[src/rtl/mixcolumns_iter.sv]
// mixcolumns_iter: folded AES MixColumns engine with a valid/ready handshake on each side.
// Transforms LANES columns per cycle in place, so a 128-bit block takes 4/LANES cycles.
// Optional feature: define MIXCOL_INV_EN to honour in_inv (InvMixColumns); otherwise
// the engine is forward-only and in_inv is ignored.

module mixcolumns_iter #(
   parameter int unsigned LANES = 4
) (
   input  logic         clk,
   input  logic         rst_n,
   input  logic         in_valid,
   output logic         in_ready,
   input  logic [127:0] in_data,
   input  logic         in_inv,
   output logic         out_valid,
   input  logic         out_ready,
   output logic [127:0] out_data,
   output logic         busy
);

   // Elaboration-time guard on the fold factor.
   if (LANES != 1 && LANES != 2 && LANES != 4) begin : g_bad_lanes
      $error("mixcolumns_iter: LANES must be 1, 2 or 4");
   end

   localparam int unsigned NCYC = 4 / LANES;
   localparam logic [1:0]  LAST = 2'(NCYC - 1);

   typedef enum logic [1:0] {StIdle, StBusy, StDone} state_e;

   state_e            state_q, state_d;
   // Column c of the block lives in work_q[3-c], so column 0 is the MSB word.
   logic [3:0][31:0]  work_q, work_d;
   logic [1:0]        cnt_q, cnt_d;
   logic              inv_q;

   function automatic logic [7:0] xtime(input logic [7:0] b);
      return {b[6:0], 1'b0} ^ (b[7] ? 8'h1b : 8'h00);
   endfunction

   // Forward column mix: 02 03 01 01 circulant.
   function automatic logic [31:0] mix_fwd(input logic [31:0] col);
      logic [7:0] a0, a1, a2, a3;
      logic [7:0] r0, r1, r2, r3;
      {a0, a1, a2, a3} = col;
      r0 = xtime(a0) ^ xtime(a1) ^ a1 ^ a2 ^ a3;
      r1 = a0 ^ xtime(a1) ^ xtime(a2) ^ a2 ^ a3;
      r2 = a0 ^ a1 ^ xtime(a2) ^ xtime(a3) ^ a3;
      r3 = xtime(a0) ^ a0 ^ a1 ^ a2 ^ xtime(a3);
      return {r0, r1, r2, r3};
   endfunction

`ifdef MIXCOL_INV_EN
   // Inverse column mix: 0E 0B 0D 09 circulant, multiples built from x2/x4/x8.
   function automatic logic [31:0] mix_inv(input logic [31:0] col);
      logic [7:0] a [4];
      logic [7:0] m9 [4];
      logic [7:0] mb [4];
      logic [7:0] md [4];
      logic [7:0] me [4];
      logic [7:0] x2, x4, x8;
      {a[0], a[1], a[2], a[3]} = col;
      for (int i = 0; i < 4; i++) begin
         x2    = xtime(a[i]);
         x4    = xtime(x2);
         x8    = xtime(x4);
         m9[i] = x8 ^ a[i];
         mb[i] = x8 ^ x2 ^ a[i];
         md[i] = x8 ^ x4 ^ a[i];
         me[i] = x8 ^ x4 ^ x2;
      end
      return {me[0] ^ mb[1] ^ md[2] ^ m9[3],
              m9[0] ^ me[1] ^ mb[2] ^ md[3],
              md[0] ^ m9[1] ^ me[2] ^ mb[3],
              mb[0] ^ md[1] ^ m9[2] ^ me[3]};
   endfunction
`endif

   // Lane transform; the mode mux only exists when inverse support is built in.
   function automatic logic [31:0] xform(input logic [31:0] col, input logic inv);
`ifdef MIXCOL_INV_EN
      return inv ? mix_inv(col) : mix_fwd(col);
`else
      logic unused_mode;
      unused_mode = inv;
      return mix_fwd(col);
`endif
   endfunction

   // Next-state, working-register update and handshake outputs.
   always_comb begin
      logic [1:0] idx;
      state_d   = state_q;
      work_d    = work_q;
      cnt_d     = cnt_q;
      idx       = '0;
      in_ready  = 1'b0;
      out_valid = 1'b0;
      busy      = 1'b1;
      unique case (state_q)
         StIdle: begin
            in_ready = 1'b1;
            busy     = 1'b0;
            if (in_valid) begin
               work_d  = in_data;
               cnt_d   = '0;
               state_d = StBusy;
            end
         end
         StBusy: begin
            for (int unsigned l = 0; l < LANES; l++) begin
               idx          = 2'(cnt_q * LANES + l);
               work_d[~idx] = xform(work_q[~idx], inv_q);
            end
            cnt_d = cnt_q + 2'd1;
            if (cnt_q == LAST) begin
               state_d = StDone;
            end
         end
         StDone: begin
            out_valid = 1'b1;
            if (out_ready) begin
               state_d = StIdle;
            end
         end
         default: begin
            state_d = StIdle;
         end
      endcase
   end

   assign out_data = work_q;

   // State, working register and column counter.
   always_ff @(posedge clk or negedge rst_n) begin
      if (!rst_n) begin
         state_q <= StIdle;
         work_q  <= '0;
         cnt_q   <= '0;
      end else begin
         state_q <= state_d;
         work_q  <= work_d;
         cnt_q   <= cnt_d;
      end
   end

`ifdef MIXCOL_INV_EN
   // Mode is sampled only when a block is accepted.
   always_ff @(posedge clk or negedge rst_n) begin
      if (!rst_n) begin
         inv_q <= 1'b0;
      end else if (state_q == StIdle && in_valid) begin
         inv_q <= in_inv;
      end
   end
`else
   logic unused_in_inv;
   assign unused_in_inv = in_inv;
   assign inv_q         = 1'b0;
`endif

endmodule

[config.mk]
export PLATFORM = sky130hd
export DESIGN_NAME = mixcolumns_iter
export DESIGN_NICKNAME = d
export VERILOG_FILES = /design/src/rtl/mixcolumns_iter.sv
export SDC_FILE = /design/constraint.sdc
export NUM_CORES = 1
export LEC_CHECK = 0
export BUFFER_PORTS_ARGS = -buffer_cell sky130_fd_sc_hd__buf_4
export CORE_MARGIN = 4
export CORE_UTILIZATION = 35
export CTS_CLUSTER_SIZE = 24
export DETAILED_ROUTE_END_ITERATION = 7
export PLACE_DENSITY = 0.59
export SYNTH_ARGS = -nofsm -noshare
export SYNTH_HDL_FRONTEND = slang
export SYNTH_SLANG_ARGS = --single-unit
[constraint.sdc]
create_clock -name clk -period 1.6 [get_ports clk]
set_input_delay 0.48 -clock clk [delete_from_list [all_inputs] [get_ports clk]]
set_output_delay 0.48 -clock clk [all_outputs]
set_load 0.02 [all_outputs]
==> results of run 1 <==
[what timing repair did]
item,in CTS,in global routing
gates resized for setup,95,214
pin swaps,3,50
gates cloned,0,18
hold buffers,1,0
setup buffers,59,73
setup endpoints to repair,83,172
endpoints found under the hold margin,24,0
[per-layer routing]
layer	track usage [%]	wire length (um)	vias up	share of wire [%]
li1	-	-	4593	-
met5	0	54	-	0.13
met1	28.1	17500	4795	43
met4	3.78	614	6	1.5
met2	36.7	19600	325	49
met3	5.07	2550	43	6.3
[synth_stat cells, types with 5 or more instances]
cell type  number  area (sq um)
a31oi_1         5          31.3
nor2_1         33           124
xor3_1          7           166
clkbuf_1       38           143
o21ai_0        60           300
o22ai_1        15          93.8
a22oi_1         5          37.5
xor2_1         77           674
buf_1           8          30.0
xnor2_1       260          2280
and3_1         49           307
a21oi_1       114           571
inv_1          13          48.8
o22a_1         15           131
nor2b_1        13          81.3
a21o_1         15           113
buf_2          40           200
dfrtp_1       132          3300
nand2_1       129           484
xnor2_2         9           146
o21ai_1         5          25.0
o221ai_1        9          78.8
xnor3_1        38           856
[final timing paths]
path	startpoint	cells after the start	slack (ns)	to
max	state_q[0]$_DFFE_PN0P_	2	-0.13	busy
min	out_ready	2	0.23	state_q[1]$_DFFE_PN0P_
max reg2reg	state_q[1]$_DFFE_PN0P_	9	-0.06	out_data[102]$_DFFE_PN0P_
min reg2reg	cnt_q[1]$_DFFE_PN0P_	2	0.55	cnt_q[1]$_DFFE_PN0P_
max in group asynchronous	rst_n	3	0.48	out_data[127]$_DFFE_PN0P_
min in group asynchronous	rst_n	2	0.52	out_data[124]$_DFFE_PN0P_
[layout make-up]
type                            count  area, sq um
Clock buffer                       19          443
Clock inverter                     12          131
Fill cell                        2634        13000
Inverter                           14         57.6
Multi-Input combinational cell    876         7310
Sequential cell                   132         3400
Tap cell                          390          488
Timing Repair Buffer              518         4690
[through the flow]
| step | instances | hold WS, ns |
|---|---|---|
| floorplan | 1112 | 0.184 |
| global placement | 1803 | 0.397 |
| detailed placement | 1803 | 0.400 |
| CTS | 1877 | 0.215 |
| global route | 1961 | 0.215 |
| finish | 1961 | 0.231 |
[sequential cells by signal, summed over array words and instances (netlist names)]
name,cells
state_q,2
out_data,128
cnt_q,2
[worst reg2reg max path, stage by stage (launching register included)]
cell,delay (ns)
dfrtp_1,0.40
buf_6,0.14
buf_8,0.12
nor2b_4,0.14
buf_8,0.14
nor2_4,0.05
buf_12,0.14
clkbuf_16,0.18
a21oi_2,0.16
o21ai_1,0.07
[logic make-up (layout without fill, tap and decap cells)]
family / Yosys count / after routing / synth area share (%)
flops: 132 / 132 / 31.5
xor+xnor: 396 / 396 / 40.4
simple gates: 228 / 229 / 9.73
buf+inv: 105 / 563 / 4.36
fa+ha+maj: 1 / 1 / 0.119
compound gates: 250 / 250 / 13.8
==> metrics.md, run 1 <==
| Metric | Value |
|---|---|
| Status | complete, but fails checks |
| Failing checks | negative setup slack |
| Critical path's top delay family | flip-flops |
| Antenna Cells | 0 |
| Sum of negative setup slack | -0.639 ns |
| Setup ws final | -0.129 ns |
| Register area share after synthesis | 31.5% |
| Synth Instances | approximately 1100 |
| Tot GR Track Use | 21.4% |
| Die area | 32800 sq um |
| Inserted Clock Buffers | 17 |
| CTS clk-pin slew, worst paths | ~0.060 ns |
| Syn avg cell area | 9.42 sq um |
| Post-synth ARST share | 100% |
| Worst Tran Pin Value | about 0.5 ns |
| DR vias/cell | around 5 |
| RD Place Congestion | 0.827 |
| Post-layout nets | 1693 |
| Final setup viols | 21 |
| Slew headroom | 65.4% |
| Syn Nets | 1246 |
| Count of final hold-check violations | 0 |
| Yosys reg bits | 132 |
| Vias in the first global route | 9743 |
| CP Launch Type | flip-flop |
| Type of the worst min-delay path | in2reg |
| WP data required | around 1.1 ns |
| Crit. End Element | output port |
| Top FF cell, synth | dfrtp_1 |
| Placed Instance Area | between 10000 and 15000 sq um |
| GRT Residual Overflow | 0 |
| Clk_lat worst skew | 0.42 ns |
| Clk sinks | ~130 |
| WL per Instance | 20.5 um |
| Max-cap viol count | 0 |
| Slowest CP cell | dfrtp_2 |
| Ys Warns | 0 |
| Worst Clk Skew | 0.0114 ns |
| Post-synth EDFFs | 0 |
| Layout area overhead | 57.7% |
| Synth Cell Area | between 10000 and 15000 sq um |
| Max H-tree Level | 4 |
| Commonest non-fill, non-tap cell in the layout | buf_4 |
| Pre-CTS WS | -0.0491 ns |
| Num rows | 63 |
| DR vias | 9762 |
| Final Util | 55.9% |
| DRC violations left | 0 |
| Drt total wl | 40300 um |
| First-pass GRT wire length | 55800 um |
| Die Ht | 181 um |
| CTS tree | done |
| CP Class | reg2out |
| Final period util | 108% |
| Fin. max-slew vios | 0 |
| Initial antenna violation count | 3 |
| RSZ-0062 raised after global routing | true |
| Port-buffer cells | 262 |
| Period minus WS final | 1.73 ns |
| Peak Freq | 578 MHz |
| Count of cell types in the netlist | 37 |
| Worst path cell trace | or2_4 > buf_4 |
| CORE AREA | 29600 sq um |
| Starting Density | between 30% and 40% |
| Worst path buffer plus inverter count | 1 |
| Layout cells sized above 1 | 48.2% |
| Maximum clock path buffer count | 2 |
| Peak fanout along the critical path | 2 |
| Detail Route Antenna Nets | 0 |
| Pin count of the biggest net entering global routing | 50 |
| Most frequent cells in the layout | 410 x buf_4, 247 x xnor2_1, 111 x nand2_1, 75 x xor2_1, 74 x dfrtp_2 |
| Design area | 16500 sq um |
| Root buf cell | clkbuf_16 |
| Hpwl dp | 26100 um |
| Worst EP arrival | 1.25 ns |
| First-pass DRT Iterations | 5 |
| Worst stage delay on the critical path | 0.40 ns |
| 1st-iter DRT viols | around 520 |
| I/O pins | approximately 260 |
| Die width | 181 um |
Power of run 1 is left out: the tool's default activity adds up to more than one toggle a clock period on the data nets, which glitch-free logic cannot reach.
==> inputs of run 2 (changes only) <==
Settings changed: ABC_AREA from default to 0, CORE_ASPECT_RATIO from default to 1.4.
==> metrics.md, run 2 (synthesis results as in run 1) <==
| Metric | Value |
|---|---|
| GRT Residual Overflow | 0 |
| Num rows | 74 |
| Met2 wire length | 20500 um |
| R2R Setup Slk | -0.01 ns |
| Post-layout nets | 1655 |
| Peak Freq | roughly 560 MHz |
| Worst reg2reg startpoint | state_q[0]$_DFFE_PN0P_ |
| Period minus WS final | between 1.5 and 2 ns |
| WL met3 | 1990 um |
| HP Start | out_ready |
| Crit. End Element | output port |
| Initial antenna violation count | 3 |
| Die width | 154 um |
| Max H-tree Level | 4 |
| Commonest non-fill, non-tap cell in the layout | buf_4 |
| Max FFs per register | 128 |
| Most frequent cells in the layout | 399 x buf_4, 248 x xnor2_1, 128 x nand2_1, 112 x a21oi_1, 88 x dfrtp_2 |
| Type of the worst min-delay path | in2reg |
| Port-buffer cells | 262 |
| Layout cells sized above 1 | 41.9% |
| I/O pins | 264 |
| Tot GR Track Use | 22.0% |
| Cells after DPL | 1790 |
| CP Launch Type | flip-flop |
| RD Place Congestion | 0.850 |
| Root buf cell | clkbuf_16 |
| Multi-input logic area | 6940 sq um |
| Final period util | 111% |
| Final setup viols | 7 |
| CORE AREA | 29400 sq um |
| Drt total wl | 39100 um |
| Max-cap viol count | 0 |
| Slew headroom | between 60% and 70% |
| Setup ws final | -0.174 ns |
| Peak fanout along the critical path | 3 |
| First-pass DRT Iterations | 7 |
| DR vias | approximately 9600 |
| Die Ht | 213 um |
| Status | complete, but fails checks |
| Failing checks | negative setup slack |
| DRC violations left | 0 |
| CTS clk-pin slew, worst paths | 0.06 ns |
| Pin count of the biggest net entering global routing | 48 |
| Worst Reg-to-Reg Cells | 8 |
| Clk_lat worst skew | 0.43 ns |
| Worst Tran Pin Value | 0.490 ns |
| WP data required | 1.12 ns |
| Hold EP | state_q[1]$_DFFE_PN0P_ |
| Critical path origin | state_q[1]$_DFFE_PN0P_ |
| Met1 WL | about 15000 um |
| Fillers | 2648 |
| Post-Layout Cell Count | 1914 |
| Top Metal Used | met5 |
| CP Class | reg2out |
| Die area | 32800 sq um |
| Worst Clk Skew | between 0.009 and 0.01 ns |
| Detail Route Antenna Nets | 0 |
| CTS tree | done |
| DR vias/cell | 5.03 |
| Maximum clock path buffer count | 2 |
| WL per Instance | 20.4 um |
| Starting Density | 35.7% |
| Depth of the worst hold-timing path | 2 |
| 1st-iter DRT viols | about 370 |
| Layout area overhead | 50.5% |
| Vias in the first global route | about 10000 |
| Inserted Clock Buffers | 17 |
| Hpwl dp | 25800 um |
| RSZ-0062 raised after global routing | true |
| Worst EP arrival | 1.29 ns |
| Count of final hold-check violations | 0 |
| Storage cell area | between 3000 and 4000 sq um |
| RR Endpoint | out_data[48]$_DFFE_PN0P_ |
| First-pass GRT wire length | 56900 um |
| Fin. max-slew vios | 0 |
| Clk sinks | 132 |
-- run 2: cell count changes in the layout (fill, tap and decap cells not counted), moves of 19 or more --
| cell | before | now |
|---|---|---|
| a21oi_1 | 63 | 112 |
| a21oi_2 | 52 | 3 |
| and3_1 | 25 | 49 |
| and3_4 | 24 | 0 |
| buf_6 | 65 | 46 |
| o21ai_0 | 30 | 58 |
| o21ai_1 | 35 | 7 |
-- run 2: area by class of cell --
cell class              instances  area share [%]
clock inverters                 9           0.809
flip-flops and latches        132            21.6
clock buffers                  22            3.01
inverters                      14           0.333
repair buffers                480            27.2
diodes                          1          0.0159
well taps                     380            3.02
multi-input cells             876            44.0
-- run 2: worst max-delay path by stage --
| stage | cells after the start | slack, ns | end |
|---|---|---|---|
| after global placement | 6 | -0.07 | out_data[127]$_DFFE_PN0P_ |
| after floorplan | 3 | 0.002 | in_ready |
| after CTS | 2 | -0.20 | busy |
| final | 3 | -0.17 | in_ready |
| after global routing | 3 | -0.22 | in_ready |
| after detailed placement | 6 | -0.07 | out_data[127]$_DFFE_PN0P_ |
-- run 2: layer usage --
metal | up-vias | GRT usage (%)
met5 | - | 0
met4 | 4 | 6.28
met3 | 63 | 4.08
met2 | 314 | 40.2
met1 | 4734 | 26.5
li1 | 4520 | -
-- run 2: worst max-delay path: stages (launching register included) --
cell     delay (ns)
dfrtp_2        0.42
or2_4          0.28
inv_2          0.06
buf_6          0.11
-- run 2: timing repair --
action                     4_1_cts  5_1_grt
cloned                           2       10
setup endpoints to repair       95      131
hold endpoints to repair        26        0
resized for setup               97       77
hold buffers                     1        0
setup buffers                   71       34
pin swaps                        2        8
-- run 2: through the flow --
step	setup slack, ns	instance area (sq um)	TNS (ns)	hold slack, ns	utilization, %
3_5_place_dp	-0.0672	13700	-0.235	0.419	46.6
3_3_place_gp	-0.0717	13700	-0.0748	0.418	46.6
4_1_cts	-0.201	15000	-0.580	0.190	51.2
5_1_grt	-0.217	15800	-2.30	0.199	53.7
6_report	-0.174	15800	-0.515	0.221	53.7
2_1_floorplan	0.00221	10500	0	0.184	-
Power of run 2 is left out for the same reason.
==> inputs of run 3 (changes only) <==
Settings changed: ABC_CLOCK_PERIOD_IN_PS from default to 1600, CTS_BUF_LIST from default to sky130_fd_sc_hd__clkbuf_16.
==> metrics.md, run 3 (synthesis results as in run 1) <==
| Metric | Value |
|---|---|
| Status | complete, but fails checks |
| Failing checks | design-rule violations, negative setup slack |
| Post-layout nets | 1652 |
| Layout area overhead | 50.2% |
| Clk sinks | 132 |
| Hpwl dp | 25800 um |
| Worst Clk Skew | 0.00924 ns |
| Max H-tree Level | 4 |
| Final period util | 111% |
| Max FFs per register | 128 |
| Initial antenna violation count | 3 |
| CORE AREA | 29400 sq um |
| CTS clk-pin slew, worst paths | roughly 0.06 ns |
| Hold EP | state_q[1]$_DFFE_PN0P_ |
| Worst Tran Pin Value | 0.545 ns |
| Depth of the worst hold-timing path | 2 |
| Die width | 154 um |
| Root buf cell | clkbuf_16 |
| Commonest non-fill, non-tap cell in the layout | buf_4 |
| Type of the worst min-delay path | in2reg |
| Layout cells sized above 1 | approximately two fifths |
| CTS tree | done |
| Final setup viols | 8 |
| I/O pins | 264 |
| Peak fanout along the critical path | 3 |
| Period minus WS final | 1.78 ns |
| Count of final hold-check violations | 0 |
| Worst path cell trace | or2_4 > inv_2 > buf_6 |
| WP data required | 1.12 ns |
| Design area | 15700 sq um |
| Maximum clock path buffer count | 2 |
| Port-buffer cells | 262 |
| Slowest CP cell | dfrtp_2 |
| Worst stage delay on the critical path | 0.42 ns |
| Placed Instance Area | 13700 sq um |
| Crit. End Element | output port |
| Worst Reg-to-Reg Cells | 8 |
| Detail Route Antenna Nets | 0 |
| Most frequent cells in the layout | 395 x buf_4, 247 x xnor2_1, 128 x nand2_1, 112 x a21oi_1, 88 x dfrtp_2 |
| First-pass GRT wire length | ~57000 um |
| Worst EP arrival | roughly 1.3 ns |
| Inserted Clock Buffers | 17 |
| Tot GR Track Use | 22.0% |
| Peak Freq | 563 MHz |
| HP Start | out_ready |
| Die Ht | approximately 210 um |
| Worst reg2reg startpoint | state_q[0]$_DFFE_PN0P_ |
| CP Class | reg2out |
| Setup ws final | -0.176 ns |
| DRC violations left | 2 |
| Max-cap viol count | 0 |
| Num rows | 74 |
| Starting Density | ~36% |
| Drt total wl | 39000 um |
| DR vias | 9625 |
| Vias in the first global route | 9948 |
| First-pass DRT Iterations | 8 |
| 1st-iter DRT viols | 418 |
| RD Place Congestion | 0.850 |
| Pin count of the biggest net entering global routing | 48 |
| DR vias/cell | around 5 |
| RSZ-0062 raised after global routing | true |
| Clk_lat worst skew | between 0.4 and 0.5 ns |
| WL per Instance | 20.4 um |
| RR Endpoint | out_data[12]$_DFFE_PN0P_ |
| Fin. max-slew vios | 0 |
| Slew headroom | 63.4% |
| Die area | between 30000 and 40000 sq um |
| GRT Residual Overflow | 0 |
| R2R Setup Slk | -0.01 ns |
| CP Launch Type | flip-flop |
run 3: worst max-delay path by stage:
stage / from / endpoint / depth (start not counted) / slack (ns)
floorplan: state_q[0]$_DFFE_PN0P_ / in_ready / 3 / 0.002
global placement: in_valid / out_data[127]$_DFFE_PN0P_ / 6 / -0.07
detailed placement: in_valid / out_data[127]$_DFFE_PN0P_ / 6 / -0.07
CTS: state_q[0]$_DFFE_PN0P_ / busy / 2 / -0.20
global route: state_q[1]$_DFFE_PN0P_ / in_ready / 3 / -0.22
finish: state_q[1]$_DFFE_PN0P_ / in_ready / 3 / -0.18
run 3: routing by layer:
metal	global-route usage, %	share of wire, %	up-vias
li1	-	-	4519
met1	26.5	40	4761
met2	40.0	52	279
met3	4.10	4.7	62
met4	6.31	3.0	4
met5	0	0.069	-
run 3: critical path: cells and delay by family (launching register included):
family	cells	cell delay, ns
buffers and inverters	2	0.17
DFF	1	0.42
and+or+nand+nor	1	0.28
run 3: final cells by class:
type,count,area (sq um)
multi-input cells,876,6960
fillers,2653,13600
flip-flops and latches,132,3410
repair buffers,477,4260
clock inverters,14,146
inverters,14,52.6
clock buffers,17,425
well taps,380,475
diodes,1,2.50
run 3: per-stage QoR:
step	hold slack [ns]	instances	utilization [%]	setup WS, ns	TNS [ns]
final	0.220	1911	53.6	-0.176	-0.525
after global placement	0.418	1790	46.6	-0.0717	-0.0748
after floorplan	0.184	1112	-	0.00221	0
after detailed placement	0.419	1790	46.6	-0.0672	-0.235
after CTS	0.190	1874	51.1	-0.201	-0.580
after global routing	0.199	1911	53.6	-0.216	-2.34
run 3: what timing repair did:
item                                    4_1_cts  5_1_grt
buffers inserted                             71       31
gates resized for setup                      97       77
hold buffers                                  1        0
endpoints found under the setup margin       95      132
cloned                                        2       10
pin swaps                                     2        9
endpoints found under the hold margin        26        0
Power of run 3 is left out for the same reason.
